### src/rtl/mips_tb_pkg.sv
// Shared types and defaults for the MIPS store monitor.
//   - mon_state_e : monitor FSM states
//   - store_rec_t : one logged store {addr, data}
//   - CHK_ADDR_DEF / CHK_DATA_DEF : default signature store address and value
package mips_tb_pkg;

  localparam int unsigned ADDR_W = 32;
  localparam int unsigned DATA_W = 32;
  localparam int unsigned REC_W  = ADDR_W + DATA_W;

  localparam logic [ADDR_W-1:0] CHK_ADDR_DEF = 32'd84;
  localparam logic [DATA_W-1:0] CHK_DATA_DEF = 32'd7;

  typedef enum logic [2:0] {
    MON_IDLE,
    MON_RUN,
    MON_PASS,
    MON_FAIL,
    MON_TIMEOUT
  } mon_state_e;

  typedef struct packed {
    logic [ADDR_W-1:0] addr;
    logic [DATA_W-1:0] data;
  } store_rec_t;

  // A verdict has been reached and is held until reset.
  function automatic logic is_terminal(input mon_state_e s);
    return (s == MON_PASS) || (s == MON_FAIL) || (s == MON_TIMEOUT);
  endfunction

endpackage

### src/rtl/sync_fifo.sv
// Synchronous FIFO with registered read data and registered full/empty flags.
// Ports:
//   clk_i, rst_ni      clock, synchronous active-low reset
//   push_i, wdata_i    write request and data
//   pop_i              read request (ignored when empty)
//   rvalid_o, rdata_o  popped entry, valid the cycle after an accepted pop
//   full_o, empty_o    occupancy flags
// A push while full is accepted only if a pop is accepted in the same cycle.
module sync_fifo #(
  parameter int unsigned WIDTH = 64,
  parameter int unsigned DEPTH = 8
) (
  input  logic             clk_i,
  input  logic             rst_ni,
  input  logic             push_i,
  input  logic [WIDTH-1:0] wdata_i,
  input  logic             pop_i,
  output logic             rvalid_o,
  output logic [WIDTH-1:0] rdata_o,
  output logic             full_o,
  output logic             empty_o
);

  localparam int unsigned AW = $clog2(DEPTH);
  localparam int unsigned PW = AW + 1;

  logic [PW-1:0]    wptr_q, wptr_d;
  logic [PW-1:0]    rptr_q, rptr_d;
  logic             full_q, full_d;
  logic             empty_q, empty_d;
  logic             rvalid_q;
  logic [WIDTH-1:0] rdata_q;
  logic [WIDTH-1:0] mem_q [DEPTH];
  logic             push_ok, pop_ok;

  // Accept logic and next pointers; flags use the extra wrap bit.
  always_comb begin
    pop_ok  = pop_i && !empty_q;
    push_ok = push_i && (!full_q || pop_ok);
    wptr_d  = push_ok ? (wptr_q + PW'(1)) : wptr_q;
    rptr_d  = pop_ok  ? (rptr_q + PW'(1)) : rptr_q;
    empty_d = (wptr_d == rptr_d);
    full_d  = (wptr_d[AW] != rptr_d[AW]) && (wptr_d[AW-1:0] == rptr_d[AW-1:0]);
  end

  // Pointers, flags and read register.
  always_ff @(posedge clk_i) begin
    if (!rst_ni) begin
      wptr_q   <= '0;
      rptr_q   <= '0;
      full_q   <= 1'b0;
      empty_q  <= 1'b1;
      rvalid_q <= 1'b0;
      rdata_q  <= '0;
    end else begin
      wptr_q   <= wptr_d;
      rptr_q   <= rptr_d;
      full_q   <= full_d;
      empty_q  <= empty_d;
      rvalid_q <= pop_ok;
      if (pop_ok) begin
        rdata_q <= mem_q[rptr_q[AW-1:0]];
      end
    end
  end

  // Storage array; contents are don't-care after reset.
  always_ff @(posedge clk_i) begin
    if (push_ok) begin
      mem_q[wptr_q[AW-1:0]] <= wdata_i;
    end
  end

  assign rvalid_o = rvalid_q;
  assign rdata_o  = rdata_q;
  assign full_o   = full_q;
  assign empty_o  = empty_q;

endmodule

### src/rtl/mips_store_monitor.sv
// Store monitor for the single-cycle MIPS data-memory write bus.
// Logs every RUN-state store into a FIFO and issues a done/pass/fail/timeout
// verdict from the signature store at CHK_ADDR.
// Ports:
//   clk, reset                    clock, synchronous active-low reset
//   memwrite, dataadr, writedata  CPU store bus
//   filt_base, filt_mask          log address filter (only with the macro)
//   rd_en                         pop one log entry
//   rd_valid, rd_addr, rd_data    popped entry, valid one cycle after pop
//   log_empty, log_full           log occupancy
//   overflow                      sticky: a store was dropped on a full log
//   done, pass, fail, timeout     registered verdict
// Optional feature macro: MIPS_STORE_MONITOR_ADDR_FILTER_EN (address filter
// on logging; the signature check always sees every store).
module mips_store_monitor
  import mips_tb_pkg::*;
#(
  parameter int unsigned       DEPTH       = 8,
  parameter logic [ADDR_W-1:0] CHK_ADDR    = CHK_ADDR_DEF,
  parameter logic [DATA_W-1:0] CHK_DATA    = CHK_DATA_DEF,
  parameter int unsigned       TIMEOUT_CYC = 1000
) (
  input  logic              clk,
  input  logic              reset,
  input  logic              memwrite,
  input  logic [ADDR_W-1:0] dataadr,
  input  logic [DATA_W-1:0] writedata,
`ifdef MIPS_STORE_MONITOR_ADDR_FILTER_EN
  input  logic [ADDR_W-1:0] filt_base,
  input  logic [ADDR_W-1:0] filt_mask,
`endif
  input  logic              rd_en,
  output logic              rd_valid,
  output logic [ADDR_W-1:0] rd_addr,
  output logic [DATA_W-1:0] rd_data,
  output logic              log_empty,
  output logic              log_full,
  output logic              overflow,
  output logic              done,
  output logic              pass,
  output logic              fail,
  output logic              timeout
);

  localparam int unsigned CNT_W = $clog2(TIMEOUT_CYC + 1);

  mon_state_e       state_q, state_d;
  logic [CNT_W-1:0] cnt_q, cnt_d;
  logic             ovf_q, ovf_d;
  logic             done_q, done_d;
  logic             pass_q, pass_d;
  logic             fail_q, fail_d;
  logic             tmo_q, tmo_d;

  logic             filt_ok;
  logic             sig_hit;
  logic             log_req;
  store_rec_t       wr_rec;
  store_rec_t       rd_rec;
  logic             fifo_full, fifo_empty, fifo_rvalid;

  // Address filter on logging only.
`ifdef MIPS_STORE_MONITOR_ADDR_FILTER_EN
  assign filt_ok = ((dataadr & filt_mask) == filt_base);
`else
  assign filt_ok = 1'b1;
`endif

  assign sig_hit = memwrite && (dataadr == CHK_ADDR);

  // Next-state, counter, capture request and verdict flags.
  always_comb begin
    state_d     = state_q;
    cnt_d       = cnt_q;
    ovf_d       = ovf_q;
    log_req     = 1'b0;
    wr_rec.addr = dataadr;
    wr_rec.data = writedata;

    case (state_q)
      // One dead cycle absorbs the CPU's first post-reset cycle.
      MON_IDLE: state_d = MON_RUN;
      MON_RUN: begin
        cnt_d   = cnt_q + CNT_W'(1);
        log_req = memwrite && filt_ok;
        // A pop while full frees the slot this push uses.
        if (log_req && fifo_full && !rd_en) begin
          ovf_d = 1'b1;
        end
        // Signature store wins over a timeout in the same cycle.
        if (sig_hit) begin
          state_d = (writedata == CHK_DATA) ? MON_PASS : MON_FAIL;
        end else if (cnt_q == CNT_W'(TIMEOUT_CYC - 1)) begin
          state_d = MON_TIMEOUT;
        end
      end
      default: state_d = state_q;
    endcase

    done_d = is_terminal(state_d);
    pass_d = (state_d == MON_PASS);
    fail_d = (state_d == MON_FAIL);
    tmo_d  = (state_d == MON_TIMEOUT);
  end

  // State and verdict registers.
  always_ff @(posedge clk) begin
    if (!reset) begin
      state_q <= MON_IDLE;
      cnt_q   <= '0;
      ovf_q   <= 1'b0;
      done_q  <= 1'b0;
      pass_q  <= 1'b0;
      fail_q  <= 1'b0;
      tmo_q   <= 1'b0;
    end else begin
      state_q <= state_d;
      cnt_q   <= cnt_d;
      ovf_q   <= ovf_d;
      done_q  <= done_d;
      pass_q  <= pass_d;
      fail_q  <= fail_d;
      tmo_q   <= tmo_d;
    end
  end

  sync_fifo #(
    .WIDTH(REC_W),
    .DEPTH(DEPTH)
  ) u_log (
    .clk_i   (clk),
    .rst_ni  (reset),
    .push_i  (log_req),
    .wdata_i (wr_rec),
    .pop_i   (rd_en),
    .rvalid_o(fifo_rvalid),
    .rdata_o (rd_rec),
    .full_o  (fifo_full),
    .empty_o (fifo_empty)
  );

  assign rd_valid  = fifo_rvalid;
  assign rd_addr   = rd_rec.addr;
  assign rd_data   = rd_rec.data;
  assign log_empty = fifo_empty;
  assign log_full  = fifo_full;
  assign overflow  = ovf_q;
  assign done      = done_q;
  assign pass      = pass_q;
  assign fail      = fail_q;
  assign timeout   = tmo_q;

endmodule

### config.mk
export PLATFORM = sky130hd
export DESIGN_NAME = mips_store_monitor
export DESIGN_NICKNAME = d
export VERILOG_FILES = /design/src/rtl/mips_tb_pkg.sv /design/src/rtl/sync_fifo.sv /design/src/rtl/mips_store_monitor.sv
export SDC_FILE = /design/constraint.sdc
export NUM_CORES = 1
export LEC_CHECK = 0
export ABC_AREA = 1
export CAP_MARGIN = 40
export CORE_UTILIZATION = 50
export DETAILED_ROUTE_END_ITERATION = 6
export PLACE_DENSITY = 0.66
export SLEW_MARGIN = 20
export SYNTH_ARGS = -nofsm -noshare
export SYNTH_HDL_FRONTEND = slang
export SYNTH_SLANG_ARGS = --single-unit
export TNS_END_PERCENT = 20
### constraint.sdc
create_clock -name clk -period 8 [get_ports clk]
set_input_delay 1.2 -clock clk [delete_from_list [all_inputs] [get_ports clk]]
set_output_delay 1.2 -clock clk [all_outputs]
set_load 0.1 [all_outputs]
==> flow_summary_export.csv, run 1 <==
group,metric,value,unit
grt,grtUsageMet2,38.6,%
clock_tree,htreeDepth,2,
cells_and_area,n_antenna_cell,0,
drt,num_vias,15500,
timing,final-setup-viol-count,0,
grt,grt_busiest_layer,"met2",
placement,io_buffers,139,
power,vdd_drop_max,0.000192,V
synth,yosysWarnings,0,
timing,rsz0062_at_grt,"no",
floorplanning,initial_core_util,51.0,%
critical_path,endpoint_kind,"register",
critical_path,cp-start-kind,"input port",
placement,place_area,0.0264,mm2
synth,synth_top_area_share,66.2,%
critical_path,worst_path_max_delay_cell,"buf_4",
power,p_leak,9.79,nW
timing,period_share,49.4,%
grt,grt_pass1_wl,86900,um
grt,grt_max_degree,93,
floorplanning,core_area,0.0456,mm2
clock_tree,cts_tree,"yes",
critical_path,critPathBufInv,4,
floorplanning,rows,78,
floorplanning,dieArea,0.0473,mm2
drt,wirelength,56200,um
clock_tree,cts_root_buffer,"clkbuf_16",
synth,syn_nets,1947,
timing,period_minus_slack,3.95,ns
synth,ys_seq_area_share,74.2,%
timing,setup_tns,0,ns
synth,netlist_area,0.0232,mm2
clock_tree,clk_latency,0.61,ns
synth,synthMuxAreaShare,0,%
critical_path,crit_type,"in2reg",
flow_run,maxCapViolCount,0,
drt,antenna_left,0,
cells_and_area,layout.nets,2131,
critical_path,required,8.23,ns
cells_and_area,postLayoutCellArea,0.0285,mm2
timing,fmax,253,MHz
critical_path,worstPathArrival,4.18,ns
synth,syn_avg_cell_area,12.4,um2
synth,synthDistinctLibCells,35,
synth,synth_top_family_by_area,"compound AO/OA/AOI/OAI gates",
grt,overflow,0,
synth,synth.ff_latch_count,605,
clock_tree,cts_resized,0,
drt,first_pass_iters,5,
cells_and_area,drive_above_1_share,10.4,%
outcome,status,"finished, final reports clean",
cells_and_area,area_growth,22.7,%
cells_and_area,stdcell_count,2710,
grt,grt_pass1_vias,15200,
clock_tree,clock_path_buffers,3,
synth,synth_cells,1876,
critical_path,crit_family,"buffers and inverters",
synth,synth-adder-area-share,0.162,%
floorplanning,dieWidth,218,um
timing,finalClockSkew,0.0182,ns
synth,synth.area.top_cells,"edfxtp_1 66%, dfxtp_1 8.0%, o21ai_0 6.7%",
floorplanning,die_y,218,um
grt,gr-usage-all-layers,24.0,%
timing,slew_headroom,45.8,%
clock_tree,cts_sinks,605,
power,cellPowerDensity,259,mW/mm2
timing,slew_viol_final,0,
clock_tree,numCtsBuffers,59,
drt,drc,0,
clock_tree,path_clk_slew,0.06,ns
synth,synth_top_area_cell,"edfxtp_1",
floorplanning,ios,140,
critical_path,slowest_delay,0.74,ns
clock_tree,cts_hold_buffers,0,
placement,gp_congestion,0.797,
clock_tree,post_cts_buffers,0,
drt,first_iter_violations,1271,
timing,tightestPinTransition,0.814,ns
critical_path,cp_max_fo,51,
grt,antenna_found_initial,1,
synth,synth-xor-area-share,0.226,%
timing,hold_viol,0,
placement,dpl.cell_count,2595,
hold_path,min_path_type,"reg2reg",
drt,viasPerCell,5.70,
critical_path,path_cells,"clkdlybuf4s50_1 > inv_1 > nor2_4 > buf_4 > nor2_1 > nor3_4 > nand2_1 > nor2_4 > buf_4",
grt,gr-usage-met1,32.8,%
placement,dp_hpwl,31800,um
synth,synth-simple-area-share,9.59,%
drt,wl_per_cell,20.8,um
grt,grt.met3_usage,4.20,%
synth,synth-compound-area-share,12.5,%
[cell usage after synthesis (all sizes together)]
master and n:
xnor2 1, nor3 10, and3 1, nand3 14, o22ai 129, xor2 5
clkbuf 79, edfxtp 512, nand4 7, nor3b 1, dfxtp 93, o21ai 329
and2 1, nand3b 3, ha 3, a31oi 65, buf 42, inv 47
nor2 335, nand2 190, a21oi 9
[state kept, by name (all words and copies together) (netlist names)]
| register | count |
|---|---|
| fail | 1 |
| u_log.rdata_o | 64 |
| overflow | 1 |
| u_log.empty_o | 1 |
| pass | 1 |
| u_log.rvalid_o | 1 |
| done | 1 |
| u_log.mem_q | 512 |
| u_log.wptr_q | 4 |
| cnt_q | 10 |
| timeout | 1 |
| u_log.full_o | 1 |
| state_q | 3 |
| u_log.rptr_q | 4 |
[layout by cell type (no fill, tap or decap), types with 16 or more instances in the layout]
master           instances
buf_8                   64
clkbuf_16               61
o22ai_1                129
a31oi_1                 65
inv_1                   44
nor2_1                 329
o21ai_0                312
buf_4                   21
clkdlybuf4s50_1        138
edfxtp_1               512
buf_16                  16
o21ai_1                 16
dfxtp_1                 90
nand2_1                188
[power breakdown]
group	switching, mW	leakage (nW)	internal [mW]	total (mW)
Clock	1.15	0.992	1.70	2.85
Combinational	0.639	3.41	0.321	0.960
Sequential	0.0538	5.39	3.50	3.55
Total	1.85	9.79	5.52	7.37
[through the flow]
step           utilization (%)  power, mW  hold slack [ns]  setup slack (ns)
6_report                  62.5       7.37            0.469              4.05
5_1_grt                   62.5       7.61            0.478              3.89
4_1_cts                   62.3       7.40            0.468              4.08
3_5_place_dp              57.9       4.57            0.459              3.43
3_3_place_gp              54.8       4.42            0.446              3.49
2_1_floorplan                -       4.19            0.435              1.22
[final cells by class]
cell class	count	area, um2
inverters	47	183
clock buffers	82	1700
flip-flops and latches	605	17200
multi-input cells	1103	5280
well taps	600	751
repair buffers	244	3030
clock inverters	29	320
fillers	3409	17100
[worst min-delay path, delay by kind of cell (launching register included)]
family                 cells  cell delay [ns]
buffers and inverters      1             0.05
DFF                        1             0.32
AOI/OAI and AO/OA          1             0.05
[final timing paths]
check,start,to,slack (ns),cells after the start
setup / recovery,rd_en,u_log.mem_q[4][32],4.05,9
hold / removal,cnt_q[7],cnt_q[7],0.47,2
setup reg to reg,u_log.empty_o,u_log.mem_q[4][32],4.80,7
hold reg to reg,cnt_q[7],cnt_q[7],0.47,2
[routing by layer]
metal  up-vias  routed length [um]
li1       7208                   -
met1      7622               24200
met2       518               26700
met3       104                3560
met4         2                1760
met5         -                  13
[cell families after synthesis]
logic type	count (synthesis)
flops	605
xor+xnor	6
compound gates	532
fa+ha+maj	3
simple gates	562
buf+inv	168
Power figures use the tool's default switching activity.
==> inputs of run 2 (changes only) <==
- clock period: 8 -> 3.85 ns (I/O delays scaled with it)
==> run 2 against run 1 <==
  * Final area fell by 0.43%
  * Wire length rose by 1.7%
  * Total power rose by 110%
==> flow_summary_export.csv, run 2 (synthesized netlist as in run 1, its figures left out) <==
group,metric,value,unit
cells_and_area,final_cell_mix,"512 x edfxtp_1, 329 x nor2_1, 312 x o21ai_0, 188 x nand2_1, 138 x clkdlybuf4s50_1",
clock_tree,cts_resized,0,
placement,dp_hpwl,31300,um
floorplanning,ios,140,
critical_path,cp-start-kind,"input port",
drt,antenna_left,0,
grt,grt_pass1_wl,88000,um
critical_path,worst_path_max_delay_cell,"buf_4",
grt,antenna_found_initial,5,
critical_path,path_cells,"clkdlybuf4s50_1 > inv_1 > nor2_4 > nor2_1 > nor3_4 > nand2_1 > nor3_4 > buf_4",
clock_tree,htreeDepth,2,
grt,grt_max_degree,180,
drt,wl_per_cell,21.1,um
grt,grt_pass1_vias,15100,
clock_tree,clk_latency,0.61,ns
placement,gp_congestion,0.773,
clock_tree,cts_hold_buffers,0,
timing,period_share,67.5,%
cells_and_area,drive_above_1_share,10.0,%
grt,gr-usage-all-layers,24.5,%
timing,finalClockSkew,0.0216,ns
cells_and_area,largest_reg_flops,512,
drt,num_vias,15700,
cells_and_area,final_common_cell,"edfxtp_1",
cells_and_area,area_growth,22.1,%
timing,period_minus_slack,2.60,ns
floorplanning,rows,78,
timing,final-setup-viol-count,0,
timing,rsz0062_at_grt,"no",
critical_path,critPathBufInv,3,
timing,tightestPinTransition,0.839,ns
placement,place_ws,0.627,ns
clock_tree,cts_sinks,605,
clock_tree,clock_path_buffers,3,
floorplanning,initial_core_util,51.0,%
outcome,status,"finished, final reports clean",
clock_tree,post_cts_buffers,0,
drt,first_pass_iters,5,
cells_and_area,n_fill_cell,3411,
grt,overflow,0,
drt,viasPerCell,5.78,
cells_and_area,post-route-util,62.3,%
critical_path,cpMostUsedCell,"nor3_4",
critical_path,worstPathArrival,2.83,ns
timing,setup_tns,0,ns
clock_tree,numCtsBuffers,59,
timing,layout_setup_ws,1.25,ns
drt,drc,0,
timing,slew_viol_final,0,
floorplanning,die_y,218,um
cells_and_area,layout.nets,2129,
clock_tree,cts_root_buffer,"clkbuf_16",
timing,timing.hold.ws,0.468,ns
placement,io_buffers,139,
critical_path,required,4.08,ns
critical_path,crit_type,"in2reg",
timing,slew_headroom,44.0,%
drt,wirelength,57200,um
critical_path,cp_max_fo,32,
clock_tree,path_clk_slew,0.06,ns
power,vdd_drop_max,0.000377,V
hold_path,min_path_type,"reg2reg",
timing,hold_viol,0,
critical_path,endpoint_kind,"register",
timing,fmax,385,MHz
power,cellPowerDensity,534,mW/mm2
floorplanning,dieWidth,218,um
floorplanning,core_area,0.0456,mm2
flow_run,maxCapViolCount,0,
power,p_leak,9.72,nW
clock_tree,cts_tree,"yes",
critical_path,crit_family,"simple AND/OR/NAND/NOR gates",
critical_path,slowest_delay,0.54,ns
drt,first_iter_violations,1594,
floorplanning,dieArea,0.0473,mm2
[run 2: final cells by class]
cell class | count | area (um2) | share of cell area (%)
multi-input cells | 1103 | 5310 | 18.7
diodes | 2 | 5.00 | 0.0176
flip-flops and latches | 605 | 17200 | 60.8
repair buffers | 242 | 2920 | 10.3
clock inverters | 15 | 198 | 0.697
inverters | 47 | 183 | 0.644
clock buffers | 96 | 1770 | 6.23
well taps | 600 | 751 | 2.65
[run 2: per-layer routing]
| metal | up-vias | wire (um) | part of all wire, % | global-route usage (%) |
|---|---|---|---|---|
| met5 | - | 45 | 0.079 | 0 |
| met4 | 6 | 1730 | 3.0 | 8.97 |
| met3 | 107 | 4550 | 8.0 | 4.03 |
| met2 | 640 | 27500 | 48 | 40.0 |
| met1 | 7688 | 23300 | 41 | 33.2 |
| li1 | 7217 | - | - | - |
[run 2: worst reg2reg max path, cell delays in order, from the launching register on]
cell and delay, ns:
dfxtp_1 0.35, nor2_4 0.29, nor2_1 0.12, nor3_4 0.26, nand2_1 0.29, nor3_4 0.21, buf_4 0.54
[run 2: power by group]
| part | internal, mW | switching, mW | leakage [nW] |
|---|---|---|---|
| Sequential | 7.27 | 0.0899 | 5.39 |
| Combinational | 0.655 | 1.34 | 3.37 |
| Clock | 3.45 | 2.33 | 0.964 |
[run 2: worst paths after layout]
kind | start | to | slack [ns] | cells past startpoint
min | cnt_q[7] | cnt_q[7] | 0.47 | 2
max reg2reg | u_log.empty_o | u_log.mem_q[2][38] | 1.38 | 6
max | rd_en | u_log.mem_q[2][38] | 1.25 | 8
min reg2reg | cnt_q[7] | cnt_q[7] | 0.47 | 2
[run 2: stage by stage]
step                instances  area [um2]  total power, mW
detailed placement       2597       26400             9.49
finish                   2710       28400             15.1
floorplan                1876       23300             8.70
CTS                      2708       28400             15.2
global route             2709       28400             15.6
global placement         2522       25100             9.19
